File: src/rtl/slow_io_pkg.sv
// Shared slow-I/O types: channel count, sample width, scheduler states, sign flip.
// Also used by the slow-ADC input path.
package slow_io_pkg;

    localparam int NCH = 16;
    localparam int W   = 16;
    localparam int CHW = $clog2(NCH);

    typedef logic [CHW-1:0]      ch_idx_t;
    typedef logic signed [W-1:0] sample_t;

    typedef enum logic {
        IDLE = 1'b0,
        REQ  = 1'b1
    } state_t;

    // Inverting amplifier: -x-1, so the full range maps onto itself without saturation.
    function automatic sample_t sgn_flip(input sample_t x);
        return ~x;
    endfunction

endpackage

File: src/rtl/rr_pick.sv
// Rotating-priority encoder: first set bit of req at or after ptr, wrapping circularly.
// Purely combinational, no backpressure.
module rr_pick
    import slow_io_pkg::*;
(
    input  logic [NCH-1:0] req,
    input  ch_idx_t        ptr,
    output logic           found,
    output ch_idx_t        idx
);

    int j;

    always_comb begin
        found = 1'b0;
        idx   = '0;
        j     = 0;
        for (int i = 0; i < NCH; i++) begin
            j = int'(ptr) + i;
            if (j >= NCH) begin
                j = j - NCH;
            end
            if (!found && req[j]) begin
                found = 1'b1;
                idx   = ch_idx_t'(j);
            end
        end
    end

endmodule

File: src/rtl/slow_dac_scheduler.sv
// Round-robin scheduler sharing one slow-DAC driver among NCH outputs; sends changed channels sign-flipped.
// Latency: dirty -> dac_req one edge later; one idle cycle between words. Word held until dac_ack or timeout.
// Optional SLOW_DAC_REFRESH_EN: periodic forced re-send of all enabled channels after REFRESH_CYC idle cycles.
module slow_dac_scheduler
    import slow_io_pkg::*;
#(
    parameter int ACK_TIMEOUT = 1023,
    parameter int REFRESH_CYC = 1000000
) (
    input  logic             sDAC_clk,
    input  logic             rst,
    input  logic [NCH*W-1:0] sout_flat,
    input  logic [NCH-1:0]   ch_en,
    output logic             dac_req,
    output logic [CHW-1:0]   dac_ch,
    output logic [W-1:0]     dac_data,
    input  logic             dac_ack,
    output logic             busy,
    output logic             err_timeout,
    input  logic             clr_err
);

    localparam int TW = $clog2(ACK_TIMEOUT + 1);

    state_t          state_q, state_d;
    ch_idx_t         ptr_q, ptr_d;
    ch_idx_t         ch_q, ch_d;
    logic [TW-1:0]   timer_q, timer_d;
    logic [W-1:0]    data_q, data_d;
    logic            err_q, err_d;
    logic [W-1:0]    last_q [NCH];
    logic [W-1:0]    last_d [NCH];
    logic [NCH-1:0]  force_q, force_d;

    logic [W-1:0]    sout_arr [NCH];
    logic [NCH-1:0]  dirty;
    logic            pick_found;
    ch_idx_t         pick_idx;
    logic            ack_done;
    logic            tmo;
    ch_idx_t         nxt_ptr;
    logic            refresh_hit;

    always_comb begin
        for (int k = 0; k < NCH; k++) begin
            sout_arr[k] = sout_flat[k*W +: W];
            dirty[k]    = ch_en[k] & (force_q[k] | (sout_arr[k] != last_q[k]));
        end
    end

    rr_pick u_pick (
        .req   (dirty),
        .ptr   (ptr_q),
        .found (pick_found),
        .idx   (pick_idx)
    );

    assign ack_done = (state_q == REQ) && dac_ack;
    assign tmo      = (state_q == REQ) && !dac_ack && (timer_q == TW'(ACK_TIMEOUT));
    assign nxt_ptr  = (ch_q == ch_idx_t'(NCH - 1)) ? '0 : ch_q + ch_idx_t'(1);

`ifdef SLOW_DAC_REFRESH_EN
    localparam int RW = $clog2(REFRESH_CYC + 1);

    logic [RW-1:0] refresh_q, refresh_d;

    assign refresh_hit = (state_q == IDLE) && !pick_found && (refresh_q == RW'(REFRESH_CYC - 1));

    // Counts only quiet idle cycles; any transaction restarts the interval.
    always_comb begin
        refresh_d = '0;
        if ((state_q == IDLE) && !pick_found && !refresh_hit) begin
            refresh_d = refresh_q + RW'(1);
        end
    end

    always_ff @(posedge sDAC_clk or posedge rst) begin
        if (rst) begin
            refresh_q <= '0;
        end else begin
            refresh_q <= refresh_d;
        end
    end
`else
    assign refresh_hit = 1'b0;
`endif

    // State register
    always_ff @(posedge sDAC_clk or posedge rst) begin
        if (rst) begin
            state_q <= IDLE;
        end else begin
            state_q <= state_d;
        end
    end

    // Next state
    always_comb begin
        state_d = state_q;
        case (state_q)
            IDLE:    if (pick_found)       state_d = REQ;
            REQ:     if (ack_done || tmo)  state_d = IDLE;
            default:                       state_d = IDLE;
        endcase
    end

    // Outputs
    always_comb begin
        dac_req     = (state_q == REQ);
        busy        = (state_q != IDLE);
        dac_ch      = ch_q;
        dac_data    = data_q;
        err_timeout = err_q;
    end

    // Datapath: word latch, bookkeeping per channel, timer and sticky error.
    always_comb begin
        ptr_d   = ptr_q;
        ch_d    = ch_q;
        timer_d = timer_q;
        data_d  = data_q;
        err_d   = err_q;
        last_d  = last_q;
        force_d = force_q;

        if (refresh_hit) begin
            force_d = '1;
        end

        if ((state_q == IDLE) && pick_found) begin
            ch_d    = pick_idx;
            data_d  = sgn_flip(sample_t'(sout_arr[pick_idx]));
            timer_d = '0;
        end

        if (ack_done) begin
            // Flip is its own inverse, so the snapshot is recovered from the held word.
            last_d[ch_q]  = sgn_flip(sample_t'(data_q));
            force_d[ch_q] = 1'b0;
            ptr_d         = nxt_ptr;
        end else if (tmo) begin
            ptr_d = nxt_ptr;
        end else if (state_q == REQ) begin
            timer_d = timer_q + TW'(1);
        end

        if (clr_err) begin
            err_d = 1'b0;
        end
        if (tmo) begin
            err_d = 1'b1;
        end
    end

    always_ff @(posedge sDAC_clk or posedge rst) begin
        if (rst) begin
            ptr_q   <= '0;
            ch_q    <= '0;
            timer_q <= '0;
            data_q  <= '0;
            err_q   <= 1'b0;
            force_q <= '1;
            for (int k = 0; k < NCH; k++) begin
                last_q[k] <= '0;
            end
        end else begin
            ptr_q   <= ptr_d;
            ch_q    <= ch_d;
            timer_q <= timer_d;
            data_q  <= data_d;
            err_q   <= err_d;
            force_q <= force_d;
            for (int k = 0; k < NCH; k++) begin
                last_q[k] <= last_d[k];
            end
        end
    end

endmodule

File: config.mk
export PLATFORM = sky130hd
export DESIGN_NAME = slow_dac_scheduler
export DESIGN_NICKNAME = d
export VERILOG_FILES = /design/src/rtl/slow_io_pkg.sv /design/src/rtl/rr_pick.sv /design/src/rtl/slow_dac_scheduler.sv
export SDC_FILE = /design/constraint.sdc
export NUM_CORES = 1
export LEC_CHECK = 0
export CORE_MARGIN = 8
export CORE_UTILIZATION = 50
export CTS_CLUSTER_DIAMETER = 40
export DETAILED_ROUTE_END_ITERATION = 6
export GPL_TIMING_DRIVEN = 0
export PLACE_DENSITY = 0.75
export SKIP_LAST_GASP = 1
export SLEW_MARGIN = 20
export SYNTH_ARGS = -nofsm -noshare
export SYNTH_HDL_FRONTEND = slang
export SYNTH_SLANG_ARGS = --single-unit
export TNS_END_PERCENT = 10
File: constraint.sdc
create_clock -name sDAC_clk -period 12.7 [get_ports sDAC_clk]
set_input_delay 1.905 -clock sDAC_clk [delete_from_list [all_inputs] [get_ports sDAC_clk]]
set_output_delay 1.905 -clock sDAC_clk [all_outputs]
set_load 0.005 [all_outputs]
# After elaboration in Yosys (flattened, before gate mapping)
# Index checks and enable logic that the tools add are counted.
[classes]
addsub = 33
magnitude_cmp = 37
n_eq_ne = 18
muxes = 116
n_bitwise = 39
n_reduce_logical = 40
[op_table]
columns = ["cell", "n"]
rows = [
  ["$lt 32x6->1 const B", 16],
  ["$mux 32", 16],
  ["$ge 32x6->1 const B", 15],
  ["$sub 32x6->32 const B", 15],
  ["$bwmux 256", 1],
  ["$ne 16x16->1", 16],
  ["$mux 4", 19],
  ["$bmux 1 s4", 16],
  ["$bmux 16 s4", 1],
  ["$demux 16 s4", 1],
  ["$mux 1", 53],
  ["$mux 16", 3],
  ["$not 16->16", 3],
  ["$add 4x4->5 const B", 8],
  ["$mux 10", 4],
  ["$logic_and 1x1->1", 21],
  ["$add 4x3->5 const B", 4],
  ["$and 1x1->1", 16],
  ["$and 16x16->16", 1],
  ["$logic_not 1->1", 16],
  ["$or 1x1->1", 16],
  ["$add 10x1->10 const B", 1],
  ["$add 4x2->5 const B", 2],
  ["$eq 10x10->1 const B", 1],
  ["15 further kinds", 18],
]
[word_totals]
ff_bits = 308
in_bits = 276
output_inout_bits = 23
wordCells = 306

# Depth between registers and ports, before layout
[depth]
ltp_word = 57
mapped_depth = 24
mapped_depth_nobuf = 17

# Hierarchy
# Synthesis repeated with hierarchy kept, for this count alone.
[unflattened]
hier_cells = 1802
hier_area_um2 = 18415.2
[modules_own_cells]
columns = ["module", "n_inst", "cells_per_inst", "area_per_inst_um2", "seq_area_each_um2"]
rows = [
  ["slow_dac_scheduler", 1, 1522, 15942.8, 7727.4],
  ["rr_pick", 1, 280, 2472.4, 0.0],
]

# Least setup slack after synthesis
# Ideal clock, no wire load.
[synth_timing]
path_kind = "in2reg"
start = "in sout_flat[15]"
end = "reg data_q[10], in the netlist dac_data[10]"
setup_ns = 0.082
t_arrival_ns = 5.635
required_time_ns = 12.618
setup_slack_ns = 6.983
cell_stages = 17
n_path_buf = 2
path_cell_list = "xnor2_1 > nand3_1 > or4_4 > o21ai_4 > mux4_2 > mux4_2 > and4_4 > nand2_4 > nor4_4 > a32oi_2 > a32oi_4 > buf_6 > buf_12 > mux2_1 > nor4b_1 > a211oi_1 > a31oi_1"
[synth_via]
elab_chain_len = 57
word_cells_on_any_way = 119
cone_classes = "1 x eq/ne; 83 x mux; 4 x bitwise; 31 x reduce/logical"
[synth_rtl]
columns = ["element", "line_no", "text"]
rows = [
  ["start, declared", "slow_dac_scheduler.sv:12", "input logic [NCH*W-1:0] sout_flat,"],
  ["$ne 16x16->1 (*)", "slow_dac_scheduler.sv:47", "dirty[k] = ch_en[k] & (force_q[k] | (sout_arr[k] != last_q[k]));"],
  ["$or 1x1->1 (*)", "slow_dac_scheduler.sv:47", ""],
  ["$and 1x1->1 (*)", "slow_dac_scheduler.sv:47", ""],
  ["$bmux 1 s4", "rr_pick.sv:23", "if (!found && req[j]) begin"],
  ["$mux 1 (not written as such) (2 in a row)", "rr_pick.sv:23", ""],
  ["$mux 1", "rr_pick.sv:23", ""],
  ["$logic_not 1->1", "rr_pick.sv:23", ""],
  ["$logic_and 1x1->1", "rr_pick.sv:23", ""],
  ["(+39 left out)", "-", ""],
  ["$mux 1", "rr_pick.sv:23", ""],
  ["$logic_not 1->1", "rr_pick.sv:23", ""],
  ["$logic_and 1x1->1", "rr_pick.sv:23", ""],
  ["$mux 4", "rr_pick.sv:23", ""],
  ["$not 4->5 (not written as such)", "slow_dac_scheduler.sv:132", "data_d = sgn_flip(sample_t'(sout_arr[pick_idx]));"],
  ["$bmux 16 s4", "slow_dac_scheduler.sv:132", ""],
  ["$mux 16 (not written as such) (2 in a row)", "slow_dac_scheduler.sv:132", ""],
  ["$not 16->16", "slow_io_pkg.sv:19", "return ~x;"],
  ["end signal, assigned", "slow_dac_scheduler.sv:170", "data_q <= data_d;"],
  ["end, declared", "slow_dac_scheduler.sv:29", "logic [W-1:0] data_q, data_d;"],
]
# Mark *: on every way between the ends. The rest lies on a longest branch, timed or not. The select of a mux whose other input is x is not followed.
# A chain may end at the register's enable or synchronous reset.

# Final worst setup path
[layout_timing]
start = "in sout_flat[32]"
end = "reg data_q[7], in the netlist dac_data[7]"
# The elaborated chain is that of the path after synthesis.

==> reports/metrics.cfg <==
[outcome]
outcome=complete, but fails checks
violations=design-rule violations

[synth]
synth_edf_count=0
synth_area_mm2=0.0193
ys_ff_latch=308
syn_avg_cell_area_um2=9.29
async_reset_ff_share_pct=100
synth_top_area_cell=dfrtp_1
synth.distinct_cells=93
syn_nets=2362
yosysSeqAreaShare_pct=40.1
yosys_warnings=0
synthFlopType=dfrtp_1
syn_inst=2074
netlist.area_leader.share_pct=37.9
synthTopCellsByArea=dfrtp_1 38%, xor2_1 7.5%, o21ai_0 6.1%

[clock_tree]
cts_buffer_depth=3
h-tree-depth=2
hold_buffers=0
cts_tree=done
ctsResizeCount=0
clk_pin_slew_ns=0.06
clk_latency_ns=0.55
postCtsSetupBuffers=0
cts_buffers=40
clock-sinks=308
clock-root-buffer=clkbuf_16

[sta]
setup_viol=0
setup_slack_ns=4.74
tightest_slew_ns=1.20
period_share_pct=62.6
max_freq_ghz=0.126
skew_ns=0.0317
rsz0062_at_grt=no
hold_viol=0
setup_tns_ns=0
slew_headroom_pct=19.8
period_minus_slack_ns=7.96
drv_slew=0

[route]
dr.pass1.iters=7
avgViaCountPerCell=6.31
postRouteAntennaNets=0
routedWlPerCell_um=27.2
drcViolationCount=1
drt_iter0_markers=2177
num_vias=18700
wl_um=80800

[place]
dp_slack_ns=4.51
hpwl_um=62300
place_inst=2893
port-buffer-count=298
gp_congestion=0.999

[critical_path]
crit_fanout=10
max_stage_delay_ns=0.71
rr_worst_depth=20
cpMaxStageDelayCell=a2111oi_0
crit_path_cell_trace=clkdlybuf4s50_1, xor2_1, nor4_1, nand4_1, o21ai_1, mux4_2, o22ai_1, nor2_1, nand4_1, nor4_4, a32oi_2, a32oi_4, buf_6, buf_2, nor2b_1, a2111oi_0, o21ai_0, a31oi_1
start_kind=input pin
crit_family=compound AO/OA/AOI/OAI gates
rr_startpoint=ptr_q[1]$_DFFE_PP0P_
cp_num_cells=18
rrSetupSlack_ns=5.16
endpoint_kind=flop
crit_end=dac_data[7]$_DFFE_PP0P_
required_ns=13.16
critical_path.most_common_cell=nand4_1
worstPathArrival_ns=8.41
cp_num_buf_inv=3
crit_type=in2reg
critPathLaunch=sout_flat[32]
r2r_end=dac_data[7]$_DFFE_PP0P_

[power]
switching_share_pct=50.1
seq_power_share_pct=20.8
intPower_uw=4370
fin_total_pwr_uw=8750
power_density_mw_per_mm2=358
clkPwrFrac_pct=14.1
power.leakage_uw=0.0102
vdd_drop_max_uv=256
pwr-share-comb_pct=65.1
p_switching_uw=4380

[global_route]
grt_pass1_vias=18800
grt_first_pass_wirelength_um=118000
grt_max_degree=105
grt_overflow=0
grt_usage_pct=35.0
grt_antenna_before_repair=1

[layout]
nFillCells=3203
fin_cells=2968
multi_input_area_mm2=0.0108
finish.utilization_pct=63.7
syn2layout_area_growth_pct=26.9
nNetsFinal=2705
seqCellArea_mm2=0.00773
drive_gt1_share_pct=8.70

[floorplanning]
start_util_pct=50.2
dieWidth_um=212
coreArea_mm2=0.0384
rows=72
io_pins=299
die_area_mm2=0.0451
die_h_um=212

[run]
drv_cap=0

[hold_path]
hold_class=reg2reg

==> synthesized netlist by cell type (6+ instances only) <==
cell	number
nand2b_1	6
mux2_2	52
clkbuf_1	93
and2_1	14
and3_1	15
a41o_1	9
o21ai_1	9
xor2_1	164
nor2b_1	17
buf_1	7
nor4_1	40
nand2_1	272
mux2i_1	106
a211o_1	7
nor4b_1	7
dfrtp_1	292
xnor2_1	107
nor2_1	119
o21ai_0	235
ha_1	12
nand4_1	30
a211oi_1	13
nand3_1	64
o211ai_1	12
nor3_1	21
or3_1	20
nor3b_1	9
buf_2	17
inv_1	16
a31oi_1	10
a32oi_1	10
o21a_1	9
mux2_1	16
a2111oi_0	9
o22ai_1	14
mux4_2	17
dfstp_2	16
a21oi_1	91
==> flip-flops by register name, indices dropped and copies added, names as in the netlist <==
name,flops
force_q,16
dac_data,16
ptr_q,4
err_timeout,1
busy,1
last_q,256
timer_q,10
dac_ch,4
==> final cells by class <==
cell class | instances | area share, %
multi-input combinational | 1617 | 44.4
sequential | 308 | 31.6
timing repair buffer | 301 | 12.5
clock buffer | 51 | 4.60
tap | 518 | 2.65
buffer | 130 | 2.54
clock inverter | 23 | 1.36
inverter | 19 | 0.323
antenna | 1 | 0.0102
==> how the worst min path moves through the flow <==
stage                                 startpoint                endpoint  slack (ns)  cells after the start
after detailed placement  force_q[2]$_DFFE_PP1P_  force_q[2]$_DFFE_PP1P_        0.47                      1
after global placement    force_q[2]$_DFFE_PP1P_  force_q[2]$_DFFE_PP1P_        0.47                      1
final                     force_q[2]$_DFFE_PP1P_  force_q[2]$_DFFE_PP1P_        0.48                      1
after global routing      force_q[2]$_DFFE_PP1P_  force_q[2]$_DFFE_PP1P_        0.49                      1
after floorplan             timer_q[9]$_DFF_PP0_    timer_q[9]$_DFF_PP0_        0.45                      1
after CTS                 force_q[2]$_DFFE_PP1P_  force_q[2]$_DFFE_PP1P_        0.48                      1
==> power groups by stage <==
stage          sequential [µW]  clock (µW)  combinational, µW
2_1_floorplan             1660           0               3720
3_3_place_gp              1790           0               5390
3_5_place_dp              1810           0               5470
4_1_cts                   1800        1240               5500
5_1_grt                   1840        1280               5970
6_report                  1820        1240               5690
==> cells in the final DEF (no fill, tap or decap), types with 10 or more instances in the layout <==
cell type	instances
mux2_2	52
a21oi_1	91
xor2_1	164
inv_1	15
clkbuf_16	41
o22ai_1	14
mux2_1	16
nor2b_1	17
nand4_1	30
ha_1	12
dfrtp_1	292
xnor2_1	107
mux4_2	17
buf_2	17
o211ai_1	12
nor2_1	119
nor3_1	21
clkdlybuf4s50_1	298
and3_1	15
nand3_1	64
nand2_1	272
o21ai_0	235
nor4_1	40
and2_1	14
clkbuf_1	97
a211oi_1	13
mux2i_1	106
a32oi_1	10
dfstp_2	16
or3_1	20
a31oi_1	10
==> cell families (layout without fill, tap and decap cells) <==
family | after synthesis | in the layout | share of synthesized area, %
DFF | 308 | 308 | 40.1
xor gates and xnor gates | 271 | 271 | 12.3
other | 0 | 1 | 0
muxes | 191 | 191 | 11.5
adders and majority gates | 12 | 12 | 0.780
AOI/OAI and AO/OA | 487 | 487 | 15.5
buffers and inverters | 149 | 524 | 3.60
and+or+nand+nor | 656 | 656 | 16.3
==> metal layers <==
| metal | track usage, % | vias to the layer above | routed length (µm) |
|---|---|---|---|
| li1 | - | 8073 | - |
| met1 | 45.3 | 9201 | 31200 |
| met2 | 54.3 | 1173 | 36200 |
| met3 | 7.97 | 283 | 8540 |
| met4 | 18.8 | 2 | 4870 |
| met5 | 0 | - | 12 |
==> metrics by stage <==
step / area, µm² / hold slack [ns]
global placement: 22900 / 0.470
finish: 24400 / 0.484
CTS: 24400 / 0.483
global route: 24400 / 0.490
detailed placement: 23000 / 0.472
floorplan: 19300 / 0.454
No activity file was read; power rests on OpenSTA's default activity.
